`src/rtl/mxu_pkg.sv`:
```
// rtl/mxu_pkg.sv - shared FSM state encoding and default sizes for the matrix unit
package mxu_pkg;

  typedef enum logic [1:0] {
    ST_IDLE    = 2'd0,
    ST_COMPUTE = 2'd1,
    ST_DONE    = 2'd2
  } mxu_state_e;

  localparam int MXU_DIM_DEFAULT   = 4;
  localparam int MXU_WIDTH_DEFAULT = 8;

endpackage

```
`src/rtl/mxu_mac.sv`:
```
// rtl/mxu_mac.sv - one output element: WIDTH x WIDTH multiply into a wrapping accumulator
module mxu_mac #(
  parameter int WIDTH     = 8,
  parameter int OUT_WIDTH = 22,
  parameter int SIGNED    = 0
) (
  input  logic                 clk,
  input  logic                 reset,
  input  logic                 clear,
  input  logic                 en,
  input  logic [WIDTH-1:0]     a,
  input  logic [WIDTH-1:0]     b,
  output logic [OUT_WIDTH-1:0] y
);

  logic [OUT_WIDTH-1:0] prod_ext;

  // Operands are widened to the full product width first so the multiply is exact.
  generate
    if (SIGNED != 0) begin : g_signed
      logic signed [2*WIDTH-1:0] prod;
      assign prod     = $signed({{WIDTH{a[WIDTH-1]}}, a}) * $signed({{WIDTH{b[WIDTH-1]}}, b});
      assign prod_ext = OUT_WIDTH'(prod);
    end else begin : g_unsigned
      logic [2*WIDTH-1:0] prod;
      assign prod     = {{WIDTH{1'b0}}, a} * {{WIDTH{1'b0}}, b};
      assign prod_ext = OUT_WIDTH'(prod);
    end
  endgenerate

  always_ff @(posedge clk) begin
    if (reset || clear) begin
      y <= '0;
    end else if (en) begin
      y <= y + prod_ext;
    end
  end

endmodule

```
`src/rtl/mxu_stream.sv`:
```
// rtl/mxu_stream.sv - DIM x DIM matrix multiply-accumulate, one outer product per cycle
module mxu_stream
  import mxu_pkg::*;
#(
  parameter int DIM       = MXU_DIM_DEFAULT,
  parameter int WIDTH     = MXU_WIDTH_DEFAULT,
  parameter int OUT_WIDTH = 2*WIDTH + $clog2(DIM) + 4,
  parameter int SIGNED    = 0
) (
  input  logic                           clk,
  input  logic                           reset,
  input  logic [DIM*DIM*WIDTH-1:0]       in0,
  input  logic [DIM*DIM*WIDTH-1:0]       in1,
  input  logic                           acc_en,
  input  logic                           in_valid,
  output logic                           in_ready,
  output logic [DIM*DIM*OUT_WIDTH-1:0]   out,
  output logic                           out_valid,
  input  logic                           out_ready,
  output logic                           busy
);

  localparam int KW = $clog2(DIM);

  mxu_state_e               state_q, state_d;
  logic [KW-1:0]            k_q;
  logic [DIM*DIM*WIDTH-1:0] a_q, b_q;
  logic                     accept;
  logic                     last_k;
  logic                     mac_clear;
  logic                     mac_en;
  logic [WIDTH-1:0]         a_col [DIM];
  logic [WIDTH-1:0]         b_row [DIM];

  assign in_ready  = (state_q == ST_IDLE) | ((state_q == ST_DONE) & out_ready);
  assign accept    = in_valid & in_ready & ~reset;
  assign last_k    = (k_q == KW'(DIM - 1));
  assign busy      = (state_q == ST_COMPUTE);
  assign out_valid = (state_q == ST_DONE);
  assign mac_clear = accept & ~acc_en;
  assign mac_en    = (state_q == ST_COMPUTE);

  always_ff @(posedge clk) begin
    if (reset) begin
      state_q <= ST_IDLE;
    end else begin
      state_q <= state_d;
    end
  end

  always_comb begin
    state_d = state_q;
    case (state_q)
      ST_IDLE:    if (accept) state_d = ST_COMPUTE;
      ST_COMPUTE: if (last_k) state_d = ST_DONE;
      ST_DONE: begin
        if (accept) begin
          state_d = ST_COMPUTE;
        end else if (out_ready) begin
          state_d = ST_IDLE;
        end
      end
      default:    state_d = ST_IDLE;
    endcase
  end

  always_ff @(posedge clk) begin
    if (reset) begin
      k_q <= '0;
    end else if (accept) begin
      k_q <= '0;
    end else if (state_q == ST_COMPUTE) begin
      k_q <= k_q + KW'(1);
    end
  end

  // Operands are pure datapath; an abort only needs the FSM and accumulators cleared.
  always_ff @(posedge clk) begin
    if (accept) begin
      a_q <= in0;
      b_q <= in1;
    end
  end

  genvar i, j;
  generate
    for (i = 0; i < DIM; i++) begin : g_sel
      assign a_col[i] = a_q[(i*DIM + int'(k_q))*WIDTH +: WIDTH];
      assign b_row[i] = b_q[(int'(k_q)*DIM + i)*WIDTH +: WIDTH];
    end

    for (i = 0; i < DIM; i++) begin : g_row
      for (j = 0; j < DIM; j++) begin : g_col
        mxu_mac #(
          .WIDTH     (WIDTH),
          .OUT_WIDTH (OUT_WIDTH),
          .SIGNED    (SIGNED)
        ) u_mac (
          .clk   (clk),
          .reset (reset),
          .clear (mac_clear),
          .en    (mac_en),
          .a     (a_col[i]),
          .b     (b_row[j]),
          .y     (out[(i*DIM + j)*OUT_WIDTH +: OUT_WIDTH])
        );
      end
    end
  endgenerate

endmodule

```
`config.mk`:
```
export PLATFORM = sky130hd
export DESIGN_NAME = mxu_stream
export DESIGN_NICKNAME = d
export VERILOG_FILES = /design/src/rtl/mxu_pkg.sv /design/src/rtl/mxu_mac.sv /design/src/rtl/mxu_stream.sv
export SDC_FILE = /design/constraint.sdc
export NUM_CORES = 2
export LEC_CHECK = 0
export CAP_MARGIN = 20
export CORE_ASPECT_RATIO = 1.25
export CORE_MARGIN = 1.5
export CORE_UTILIZATION = 29
export DETAILED_ROUTE_END_ITERATION = 12
export GPL_TIMING_DRIVEN = 0
export PLACE_DENSITY = 0.48
export SYNTH_ARGS = -nofsm -noshare
export SYNTH_HDL_FRONTEND = slang
export SYNTH_SLANG_ARGS = --single-unit
```
`constraint.sdc`:
```
create_clock -name clk -period 17.3 [get_ports clk]
set_clock_uncertainty 0.2 [all_clocks]
set_input_delay 3.46 -clock clk [delete_from_list [all_inputs] [get_ports clk]]
set_output_delay 3.46 -clock clk [all_outputs]
set_load 0.01 [all_outputs]
```
# After elaboration in Yosys (flattened, before gate mapping)
# Index checks and enable logic that the tools add are counted.
[totals]
regBits = 612
out_inout_bits = 355
wordCells = 89
[classes]
add_sub_neg = 23
mul = 16
n_eq_ne = 6
shift = 8
muxes = 5
n_bitwise = 7
reduce_logical = 4
[op_table]
columns = ["op", "n"]
rows = [
  ["indexed part select 128 x 9 -> 8 bit", 5],
  ["adder 22 x 16 -> 22 bit", 16],
  ["multiplier 8 x 8 -> 16 bit", 16],
  ["indexed part select 128 x 8 -> 8 bit", 2],
  ["indexed part select 128 x 6 -> 8 bit", 1],
  ["adder 4 x 2 -> 5 bit, first input constant", 2],
  ["adder 4 x 2 -> 5 bit, second input constant", 2],
  ["two-way mux 2 bit", 4],
  ["one-hot mux 2 bit (3 select lines)", 1],
  ["adder 4 x 1 -> 5 bit, second input constant", 1],
  ["adder 3 x 2 -> 4 bit, first input constant", 1],
  ["bitwise AND 1 bit", 4],
  ["equality test 2 bit, second input constant", 2],
  ["!= test 3 x 1 -> 1 bit, second input constant", 1],
  ["AND reduction 3 bit", 1],
  ["adder 2 x 1 -> 2 bit, second input constant", 1],
  ["equality test 2 x 1 -> 1 bit, second input constant", 1],
  ["logical NOT 2 bit", 1],
  ["!= test 2 x 1 -> 1 bit, second input constant", 1],
  ["!= test 2 bit, second input constant", 1],
  ["NOT 1 bit", 2],
  ["OR reduction 2 bit", 1],
  ["logical OR 1 bit", 1],
  ["OR 1 bit", 1],
]

# Logic depth before layout (Yosys ltp)
[logic_depth]
ltp_word = 7
mapped_depth = 26
mapped_depth_nobuf = 22

# Hierarchy
# A second synthesis with hierarchy kept.
[unflattened]
hier_cells = 7309
hier_area_um2 = 67616.1
[by_module_without_submodules]
columns = ["module", "instances", "cells_each", "area_each_um2"]
rows = [
  ["mxu_mac (g_row[1].g_col[2].u_mac ...)", 6, 437, 3668.5],
  ["mxu_mac (g_row[0].g_col[0].u_mac ...)", 6, 431, 3597.2],
  ["mxu_mac (g_row[3].g_col[0].u_mac ...)", 3, 437, 3629.7],
  ["mxu_stream", 1, 358, 9482.8],
  ["mxu_mac (g_row[3].g_col[3].u_mac)", 1, 432, 3649.8],
]

# Least setup slack after synthesis
# No wires, ideal clock.
[synth_path]
kind = "input -> register"
start = "input out_ready"
end = "register a_q[0] (enable)"
arrival_time_ps = 14513
t_required_ps = 16223
setup_slack_ps = 1710
path_stages = 4
path_cell_list = "inv_1 a21oi_1 nand2_1 nor2_1"
[synth_between]
elab_chain_len = 4
[synth_rtl]
columns = ["element", "line_no", "rtl"]
rows = [
  ["from (decl)", "mxu_stream.sv:19", "input logic out_ready,"],
  ["bitwise AND 1 bit", "mxu_stream.sv:35", "assign in_ready = (state_q == ST_IDLE) | ((state_q == ST_DONE) & out_ready);"],
  ["OR 1 bit", "mxu_stream.sv:35", ""],
  ["named net in_ready", "mxu_stream.sv:16", "output logic in_ready,"],
  ["bitwise AND 1 bit (2 in a row)", "mxu_stream.sv:36", "assign accept = in_valid & in_ready & ~reset;"],
  ["named net accept", "mxu_stream.sv:28", "logic accept;"],
  ["to (signal assigned)", "mxu_stream.sv:80", "a_q <= in0;"],
  ["to (decl)", "mxu_stream.sv:27", "logic [DIM*DIM*WIDTH-1:0] a_q, b_q;"],
]
# The timed path passes the listed nets, and every way through them passes these cells.
# A chain may end at the register's enable or synchronous reset.

# Worst setup path after layout
[layout_path]
start = "register state_q[1]"
end = "output busy"
[layout_between]
elab_chain_len = 1
[layout_rtl]
columns = ["element", "line_no", "rtl"]
rows = [
  ["from (decl)", "mxu_stream.sv:25", "mxu_state_e state_q, state_d;"],
  ["from (signal assigned)", "mxu_stream.sv:47", "state_q <= state_d;"],
  ["equality test 2 x 1 -> 1 bit", "mxu_stream.sv:38", "assign busy = (state_q == ST_COMPUTE);"],
  ["to (decl)", "mxu_stream.sv:20", "output logic busy"],
]
# No other way between the ends.

==> impl_metrics.env <==
export IMPL_synthDistinctLibCells=81
export IMPL_ant_nets=0
export IMPL_ctsResizeCount=0
export IMPL_synthesis_area_mm2=0.0643
export IMPL_cp_max_fo=12
export IMPL_timing_final_ws_setup_ns=7.85
export IMPL_intPower_mw=6.53
export IMPL_synth_area_leaders="fa_1 25%, ha_1 13%, edfxtp_1 12%"
export IMPL_pwr_share_comb=0.731
export IMPL_setup_viol=0
export IMPL_grt_first_pass_wirelength_um=448000
export IMPL_p_per_area_mw_per_mm2=170
export IMPL_coreArea_mm2=0.221
export IMPL_switchingPower_mw=6.80
export IMPL_final_period_utilization=0.546
export IMPL_cts_root_buffer="clkbuf_16"
export IMPL_tightestPinTransition_ns=1.27
export IMPL_finalNetCount=9874
export IMPL_async_reset_ff_frac=0
export IMPL_syn_inst=7378
export IMPL_instances_no_fill=11200
export IMPL_ys_ff_latch=612
export IMPL_synth_seq_area_share=0.230
export IMPL_required_ns=13.64
export IMPL_synth_edf_count=256
export IMPL_ys_warnings_count=0
export IMPL_cts_hold_buf=0
export IMPL_finalHoldViolCount=0
export IMPL_crit_top_cell="buf_2"
export IMPL_place_inst=11000
export IMPL_cts_sinks=612
export IMPL_swShare=0.510
export IMPL_drt_initial_drc_count=4694
export IMPL_wire_per_inst_um=29.3
export IMPL_die_h_um=530
export IMPL_slew_violations=0
export IMPL_clk_pin_slew_ns=0.07
export IMPL_placementRows=193
export IMPL_final_cell_mix="1566 x inv_1, 995 x nand2_1, 800 x fa_1"
export IMPL_crit_type="flop to output pin"
export IMPL_synth_top_area_share=0.249
export IMPL_cp_startpoint="state_q[1]"
export IMPL_clkPwrFrac=0.126
export IMPL_fmaxAchievable_mhz=106
export IMPL_synthToLayoutAreaGrowth_pct=21.9
export IMPL_worstHoldPathType="flop to flop"
export IMPL_slowest_stage="buf_2"
export IMPL_critPathLaunchType="flop"
export IMPL_via_per_inst=5.02
export IMPL_cp_end_kind="output pin"
export IMPL_r2r_start="k_q[1]"
export IMPL_r2r_cells=22
export IMPL_syn_area_per_cell_um2=8.72
export IMPL_insertion_delay_ns=0.76
export IMPL_register_area_mm2=0.0148
export IMPL_worstPathArrival_ns=5.79
export IMPL_r2r_end="g_row[1].g_col[0].u_mac.y[17]"
export IMPL_max_slew_margin=0.150
export IMPL_min_path_cells=2
export IMPL_start_util=0.291
export IMPL_portBuffers=615
export IMPL_grt_usage=0.289
export IMPL_mostFrequentLayoutCell="inv_1"
export IMPL_cts_tree="yes"
export IMPL_die_area_mm2=0.225
export IMPL_cts_setup_buffers=0
export IMPL_clock_path_buffers=3
export IMPL_numCtsBuffers=75
export IMPL_violations="design-rule violations"
export IMPL_grt_pass1_vias=57700
export IMPL_slowest_delay_ns=0.98
export IMPL_drive_gt1_frac=0.0518
export IMPL_drv_cap=0
export IMPL_cellLeakagePower_nw=36.5
export IMPL_endpoint="busy"
export IMPL_fill_cells=23100
export IMPL_outcome="complete, but fails checks"
export IMPL_multi_input_area_mm2=0.0425
export IMPL_rsz0062_at_grt="no"
export IMPL_drt_total_wl_um=327000
export IMPL_gp_routability_congestion=1.01
export IMPL_ir_worst_vdd_mv=0.119
export IMPL_pre_cts_slack_ns=8.75
export IMPL_vias=56000
export IMPL_io_pins=616
export IMPL_antenna_found_initial=40
export IMPL_min_period_ns=9.45
export IMPL_synth_area_leader_cell="fa_1"
export IMPL_seq_power_share=0.143
export IMPL_grt_overflow_total=0
export IMPL_drcViolationCount=40
export IMPL_tns_ns=0
export IMPL_grt_max_degree=37
export IMPL_path_cells="nand2b_1 -> buf_2 -> inv_1 -> buf_2 -> buf_2 -> clkbuf_1 -> clkbuf_2 -> buf_12 -> clkdlybuf4s50_1"
export IMPL_dr_pass1_iters=12
export IMPL_synthFlopType="dfxtp_1"
export IMPL_synth_nets=9096
export IMPL_htree_levels=3
export IMPL_place_hpwl_um=267000
export IMPL_die_width_um=424
export IMPL_r2r_slack_ns=8.71
-- layer usage --
| layer | track usage | up-vias | wire [µm] |
|---|---|---|---|
| met3 | 0.0712 | 647 | 28600 |
| met1 | 0.335 | 28200 | 123000 |
| met4 | 0.219 | 24 | 29600 |
| met2 | 0.459 | 2429 | 146000 |
| met5 | 0 | - | 143 |
| li1 | - | 24700 | - |
-- state kept, by name, summed over array words and instances, names as in the netlist --
name                 flops
a_q                    128
b_q                    128
k_q                      2
g_row.g_col.u_mac.y    352
state_q                  2
-- critical path, delay by kind of cell, from the launching register on --
| kind | cells | cell delay (ns) |
|---|---|---|
| buffers and inverters | 8 | 4.49 |
| DFF | 1 | 0.31 |
| and+or+nand+nor | 1 | 0.13 |
-- cells by family (layout without fill, tap and decap cells) --
logic type	Yosys count	count (layout)	synth area share
compound gates	1096	1096	0.105
xor+xnor	187	187	0.0255
fa+ha+maj	1457	1457	0.377
buf+inv	1877	2717	0.111
flops	612	612	0.230
mux	126	126	0.0224
other cells	0	15	0
simple gates	2023	2023	0.129
-- layout make-up --
type | count | area share
Timing Repair Buffer | 701 | 0.0981
Antenna cell | 15 | 0.000479
Multi-Input combinational cell | 4889 | 0.542
Clock buffer | 97 | 0.0255
Buffer | 311 | 0.0169
Tap cell | 2925 | 0.0467
Sequential cell | 612 | 0.189
Clock inverter | 42 | 0.00661
Inverter | 1566 | 0.0750
-- power by group through the flow --
stage | clock network (mW) | registers (mW) | logic, mW
after global routing | 1.76 | 1.92 | 10.9
after detailed placement | 0 | 1.93 | 9.57
after floorplan | 0 | 1.92 | 6.71
final | 1.68 | 1.90 | 9.74
after global placement | 0 | 1.95 | 9.44
after CTS | 1.72 | 1.90 | 9.67
-- Yosys cell counts, types with 47 or more instances --
cell      number
inv_1       1566
nand2_1      995
fa_1         800
nor2_1       696
ha_1         657
a21oi_1      383
dfxtp_1      356
edfxtp_1     256
o21ai_0      222
clkbuf_1     216
xnor2_1      108
a21o_1        93
o21a_1        90
xor2_1        79
buf_2         76
nand3_1       65
mux2i_1       62
and2_1        56
a211oi_1      55
mux2_2        55
a31oi_1       47
-- worst min-delay path by stage --
| stage | startpoint | to | slack (ns) |
|---|---|---|---|
| 4_1_cts | g_row[1].g_col[0].u_mac.y[6] | g_row[1].g_col[0].u_mac.y[6] | 0.27 |
| 6_report | g_row[1].g_col[0].u_mac.y[6] | g_row[1].g_col[0].u_mac.y[6] | 0.27 |
| 3_5_place_dp | g_row[2].g_col[3].u_mac.y[7] | g_row[2].g_col[3].u_mac.y[7] | 0.26 |
| 2_1_floorplan | g_row[0].g_col[2].u_mac.y[21] | g_row[0].g_col[2].u_mac.y[21] | 0.29 |
| 3_3_place_gp | g_row[3].g_col[3].u_mac.y[21] | g_row[3].g_col[3].u_mac.y[21] | 0.26 |
| 5_1_grt | g_row[3].g_col[1].u_mac.y[9] | g_row[3].g_col[1].u_mac.y[9] | 0.29 |
-- through the flow --
| stage | cell area, µm² | hold WS [ns] | power, mW | util |
|---|---|---|---|---|
| after global placement | 74200 | 0.256 | 11.4 | 0.336 |
| after CTS | 78300 | 0.274 | 13.3 | 0.355 |
| after global routing | 78400 | 0.292 | 14.6 | 0.355 |
| after floorplan | 64300 | 0.286 | 8.63 | - |
| after detailed placement | 75800 | 0.264 | 11.5 | 0.343 |
| final | 78400 | 0.274 | 13.3 | 0.355 |
No activity file was read; power rests on OpenSTA's default activity.
